## src/rtl/fwd_hazard_pipe.sv

```systemverilog
// Forwarding and load-use hazard control for the in-order pipeline.
// Tracks destination registers of in-flight instructions and emits forward selects, stall and writeback control.
module fwd_hazard_pipe #(
    parameter int RN_W     = 5,
    parameter int FW_DEPTH = 3,
    parameter int LOAD_LAT = 1,
    parameter int SEL_W    = 2,
    parameter int CNT_W    = 16
) (
    input  logic             clk,
    input  logic             rst,
    input  logic             id_valid_i,
    input  logic [RN_W-1:0]  rs_n_i,
    input  logic [RN_W-1:0]  rt_n_i,
    input  logic             rs_used_i,
    input  logic             rt_used_i,
    input  logic [RN_W-1:0]  rd_n_i,
    input  logic             we_i,
    input  logic             ld_i,
    input  logic             flush_i,
    output logic             stall_o,
    output logic [SEL_W-1:0] rs_fw_sel_o,
    output logic [SEL_W-1:0] rt_fw_sel_o,
    output logic             wb_we_o,
    output logic [RN_W-1:0]  wb_rn_o,
    output logic [CNT_W-1:0] stall_cnt_o
);

    logic [FW_DEPTH-1:0] v_q;
    logic [FW_DEPTH-1:0] we_q;
    logic [FW_DEPTH-1:0] ld_q;
    logic [RN_W-1:0]     rn_q [FW_DEPTH];
    logic [CNT_W-1:0]    cnt_q;

    logic [FW_DEPTH-1:0] writer;
    logic [SEL_W-1:0]    rs_sel;
    logic [SEL_W-1:0]    rt_sel;
    logic                rs_hazard;
    logic                rt_hazard;
    logic                stall;

    always_comb begin
        for (int k = 0; k < FW_DEPTH; k++) begin
            writer[k] = v_q[k] & we_q[k] & (rn_q[k] != '0);
        end
    end

    // Scan oldest to youngest so the youngest matching stage overwrites last.
    always_comb begin
        rs_sel    = '0;
        rt_sel    = '0;
        rs_hazard = 1'b0;
        rt_hazard = 1'b0;
        for (int k = FW_DEPTH - 1; k >= 0; k--) begin
            if (rs_used_i && writer[k] && (rn_q[k] == rs_n_i)) begin
                rs_sel    = SEL_W'(k + 1);
                rs_hazard = ld_q[k] && (k < LOAD_LAT);
            end
            if (rt_used_i && writer[k] && (rn_q[k] == rt_n_i)) begin
                rt_sel    = SEL_W'(k + 1);
                rt_hazard = ld_q[k] && (k < LOAD_LAT);
            end
        end
    end

    assign stall       = id_valid_i & (rs_hazard | rt_hazard) & ~flush_i;
    assign stall_o     = stall;
    assign rs_fw_sel_o = stall ? '0 : rs_sel;
    assign rt_fw_sel_o = stall ? '0 : rt_sel;
    assign wb_we_o     = writer[FW_DEPTH-1];
    assign wb_rn_o     = writer[FW_DEPTH-1] ? rn_q[FW_DEPTH-1] : '0;
    assign stall_cnt_o = cnt_q;

    // Older stages always advance; a stalled or flushed decode enters as a bubble.
    always_ff @(posedge clk) begin
        if (rst) begin
            v_q   <= '0;
            we_q  <= '0;
            ld_q  <= '0;
            cnt_q <= '0;
            for (int k = 0; k < FW_DEPTH; k++) begin
                rn_q[k] <= '0;
            end
        end else begin
            for (int k = 1; k < FW_DEPTH; k++) begin
                v_q[k]  <= v_q[k-1];
                we_q[k] <= we_q[k-1];
                ld_q[k] <= ld_q[k-1];
                rn_q[k] <= rn_q[k-1];
            end
            v_q[0]  <= id_valid_i & ~flush_i & ~stall;
            we_q[0] <= we_i;
            ld_q[0] <= ld_i;
            rn_q[0] <= rd_n_i;
            if (stall && (cnt_q != '1)) begin
                cnt_q <= cnt_q + CNT_W'(1);
            end
        end
    end

endmodule

```

## config.mk

```make
export PLATFORM = sky130hd
export DESIGN_NAME = fwd_hazard_pipe
export DESIGN_NICKNAME = d
export VERILOG_FILES = /design/src/rtl/fwd_hazard_pipe.sv
export SDC_FILE = /design/constraint.sdc
export NUM_CORES = 1
export LEC_CHECK = 0
export ABC_AREA = 1
export BUFFER_PORTS_ARGS = -buffer_cell sky130_fd_sc_hd__clkbuf_2
export CELL_PAD_IN_SITES_DETAIL_PLACEMENT = 0
export CELL_PAD_IN_SITES_GLOBAL_PLACEMENT = 2
export CORE_UTILIZATION = 25
export DETAILED_ROUTE_END_ITERATION = 10
export PLACE_DENSITY_LB_ADDON = 0.08
export SLEW_MARGIN = 30
export SYNTH_ARGS = -nofsm -noshare
export SYNTH_HDL_FRONTEND = slang
export SYNTH_SLANG_ARGS = --single-unit
```

## constraint.sdc

```tcl
create_clock -name clk -period 1.66 [get_ports clk]
set_clock_uncertainty 0.05 [all_clocks]
set_input_delay 0.249 -clock clk [delete_from_list [all_inputs] [get_ports clk]]
set_output_delay 0.249 -clock clk [all_outputs]
set_load 0.05 [all_outputs]
```

# Word-level counts from Yosys, hierarchy flattened
# Memories as Yosys holds them, arrays and structs flattened.
# Index checks and enable logic that the tools add are counted.
[classes]
add_sub_neg = 1
mul = 0
n_div = 0
magnitude_cmp = 0
n_eq_ne = 7
n_shift = 0
mux = 17
bitwise_logic = 16
reduce_logical = 16
[ops]
columns = ["operator", "count"]
rows = [
  ["5-bit equality test", 6],
  ["5-bit 2-to-1 mux", 4],
  ["16-bit by 1-bit adder with 16-bit output (second input constant)", 1],
  ["2-bit 2-to-1 mux", 8],
  ["16-bit != test (second input constant)", 1],
  ["5-bit nonzero test", 3],
  ["1-bit logical AND", 13],
  ["1-bit bitwise AND", 10],
  ["1-bit 2-to-1 mux", 5],
  ["1-bit bitwise OR", 4],
  ["1-bit inverter", 2],
]
[totals]
regBits = 23
latchBits = 0
ramBits = 15
mem_bits_ro = 0
input_bits = 23
out_inout_bits = 27
n_memories = 1
[memory_table]
columns = ["memory", "words", "word_bits", "read_ports", "rd_clocked_by_memory_dff", "write_ports", "line_no", "rtl"]
rows = [
  ["rn_q", 3, 5, 3, 0, 3, "32", "logic [RN_W-1:0] rn_q [FW_DEPTH];"],
]

# Longest topological paths before layout
[logic_depth]
ltp_word = 10
mapped_depth = 13
depth_no_buf = 12

# Worst setup path after synthesis
# Ideal clock, no wire load.
[synth_timing]
path_kind = "reg-to-output"
start = "memory rn_q[0][2]"
end = "output port rt_fw_sel_o[1]"
arrival_ns = 1.886
t_required_ns = 1.361
path_slack_ns = -0.525
stages_incl_launch_ff = 10
n_path_buf = 0
cell_sequence = "dfxtp_1 nor2_1 nand3_1 nand2_1 inv_1 nand3_2 a21boi_2 inv_1 nand2_1 a21oi_1"
[synth_lines]
columns = ["item", "line_no", "rtl"]
rows = [
  ["start, declared", "32", ""],
  ["end, declared", "23", "output logic [SEL_W-1:0] rt_fw_sel_o,"],
]

==> summary.txt <==
Run
  • Max-Cap Viols: 0

Power and ir drop
  • Pwr/cell area: 552 nW/um^2
  • Switching power share of the total: 29.1%
  • P_int: 1.33 mW
  • Final Power: 1.87 mW
  • Max IR drop VDD: 0.269 mV
  • Static leakage: 1.71 nW
  • Psw: 0.544 mW
  • Reg power frac: 50.6%
  • Comb pwr share: 12.7%
  • Clock power share: 36.7%

Die
  • Floorplan die width: 96.4 um
  • Starting Density: 25.6%
  • DIE AREA: 9290 sq um
  • Row cnt: 34
  • Core ar.: 8680 sq um
  • Die height: 96.4 um
  • Io pins: 50

Critical path
  • Critical path arrival: 1720 ps
  • Crit path required time: 1360 ps
  • Peak fanout along the critical path: 6
  • Endpoint type of the worst setup path: output port
  • CP startpoint kind: flip-flop
  • R2R depth: 10
  • Reg2Reg Setup Slack: -60 ps
  • Critical path class: reg -> out

Clock tree
  • TritonCTS Buffers: 5
  • # hold bufs at CTS: 0
  • CTS tree: yes
  • Clock Latency Late Sink: 300 ps
  • Sink Count: 38
  • CTS Root Cell: clkbuf_8
  • Clk buf depth: 2
  • CTS clk-pin slew, worst paths: 80 ps
  • CTS H-tree depth: 2

STA
  • Final hold viol count: 0
  • Fin. max-slew vios: 0
  • Peak Freq: 496 MHz
  • Post-route clock period utilization: 121%
  • Final Critical Period: 2020 ps
  • Slew @ Worst Pin: 376 ps
  • RSZ-0062 raised after global routing: true
  • Slew Limit Headroom: 74.8%
  • # setup viols final: 10
  • Final setup margin: -357 ps

Logic synthesis
  • Syn nets: 376
  • Syn Std Cell Area: 2230 sq um
  • Count leader, synth: nand2_1
  • Synth cell count leaders: 86 x nand2_1, 72 x inv_1, 57 x nor2_1, 38 x dfxtp_1, 19 x nand3_1
  • Yosys cell types: 30
  • Sequential area share after synthesis: 34.2%
  • Top_reg_cell synth: dfxtp_1
  • Synth area leaders: dfxtp_1 34%, nand2_1 15%, inv_1 12%
  • Yosys top cell by area: dfxtp_1
  • Number of synthesis warnings: 0
  • Yosys reg bits: 38
  • Top-area cell type share of the netlist area: 34.2%
  • Syn Area/Cell: 6.32 sq um
  • Mapped Cells: 352
  • EDFF count, synth: 0
  • Asr flop ratio synth: 0%

GRT
  • Largest net degree at the start of global routing: 17
  • Total GRT Usage: 15.5%
  • Grt ovf: 0
  • First-pass GRT wire length: 10800 um
  • Vias in the first global route: 2122
  • Initial antenna violation count: 0

Drt
  • DR iter-0 viols: 71
  • DR pass1 iterations: 4
  • DRC violations left: 0
  • Wire length per cell: 12.1 um
  • Detailed-route via count: 2382
  • Post-route ant nets: 0
  • Final wirelength: 6790 um
  • Vias/cell: 4.26

Placement
  • Pre-CTS WS: -212 ps
  • Port Buf Inserts: 49
  • GPL Wtd Cong: 0.786
  • Dpl hpwl: 5300 um

Status
  • Outcome: finished, violations left
  • Failing checks: setup timing

Hold path
  • Hold WC Path Type: in -> reg
  • Hold depth: 3

Final layout
  • Layout cells sized above 1: 41.9%
  • Antenna diode instance count: 0
  • Register area: 816 sq um
  • Multi-input logic area: 1330 sq um
  • Synth-to-Final Area Change: 52.3%
  • # fillers: 942
  • Layout Nets: 474
## worst max-delay path: stages, from the launching register on
cell	delay [ps]
dfxtp_4	370
a21oi_2	130
nand2_1	80
nor2_2	150
nand3_4	110
a21boi_4	200
inv_2	70
nand2_2	80
clkinvlp_4	90
buf_8	150
## power by group through the flow
| stage | logic [mW] | registers, mW | clock network, mW |
|---|---|---|---|
| 2_1_floorplan | 0.121 | 0.964 | 0 |
| 3_3_place_gp | 0.228 | 0.971 | 0 |
| 3_5_place_dp | 0.226 | 0.971 | 0 |
| 4_1_cts | 0.233 | 0.950 | 0.711 |
| 5_1_grt | 0.266 | 0.952 | 0.752 |
| 6_report | 0.238 | 0.947 | 0.688 |
## cells by family (layout without fill, tap and decap cells)
family,Yosys count,in the layout,share of synthesized area [%]
fa+ha+maj,1,1,0.562
compound gates,26,26,7.36
xor+xnor,8,8,3.15
simple gates,196,196,39.7
buf+inv,83,182,15.0
flops,38,38,34.2
## flip-flops by register name, indices dropped and copies added, names as in the netlist
register and flops:
ld_q 1, rn_q 15, stall_cnt_o 16, v_q 3
we_q 3
## layout make-up
| cell class | instances | area share [%] |
|---|---|---|
| timing repair buffer | 96 | 21.3 |
| sequential | 38 | 24.1 |
| multi-input combinational | 231 | 39.2 |
| clock buffer | 5 | 2.03 |
| clock inverter | 3 | 0.627 |
| tap | 108 | 3.99 |
| inverter | 78 | 8.82 |
## what timing repair did
item,in CTS,in global routing
setup buffers,3,3
pin swaps,6,18
gates resized for setup,45,43
setup endpoints to repair,25,26
## through the flow
step	cell area, sq um	std cells	setup TNS (ps)	utilization (%)	hold WS (ps)
5_1_grt	3390	559	-4140	39.1	70.7
6_report	3390	559	-1720	39.1	77.7
4_1_cts	3250	556	-1990	37.5	66.7
3_5_place_dp	2960	545	-1490	34.1	366
3_3_place_gp	2960	545	-1580	34.1	366
2_1_floorplan	2300	352	-856	-	299
## path summary, 6_finish.rpt
kind,start,to
worst min register to register,v_q[1]$_SDFF_PP0_,v_q[2]$_SDFF_PP0_
worst max register to register,rn_q[0][3]$_SDFF_PP0_,stall_cnt_o[15]$_SDFFE_PP0P_
worst min-delay path,rd_n_i[0],rn_q[0][0]$_SDFF_PP0_
worst max-delay path,rn_q[0][3]$_SDFF_PP0_,rs_fw_sel_o[0]
## placed cells by master (no fill, tap or decap), types with 5 or more instances in the layout
cell and n:
nand2_1 79, o21ai_0 5, dfxtp_4 8, buf_6 5
dfxtp_2 20, dfxtp_1 10, nor2_2 10, o21bai_1 8
buf_4 42, inv_1 63, clkbuf_8 5, inv_2 12
nor2_1 49, nand4_1 12, clkbuf_2 39, a21oi_1 6
nand3_1 15, buf_8 7
## per-layer routing
layer	global-route usage, %	routed length, um	share of wire [%]
met1	23.3	3670	54
met2	21.5	2700	40
met3	3.08	350	5.2
met4	5.02	75	1.1
met5	0	0	0
No activity file was read; power rests on OpenSTA's default activity.
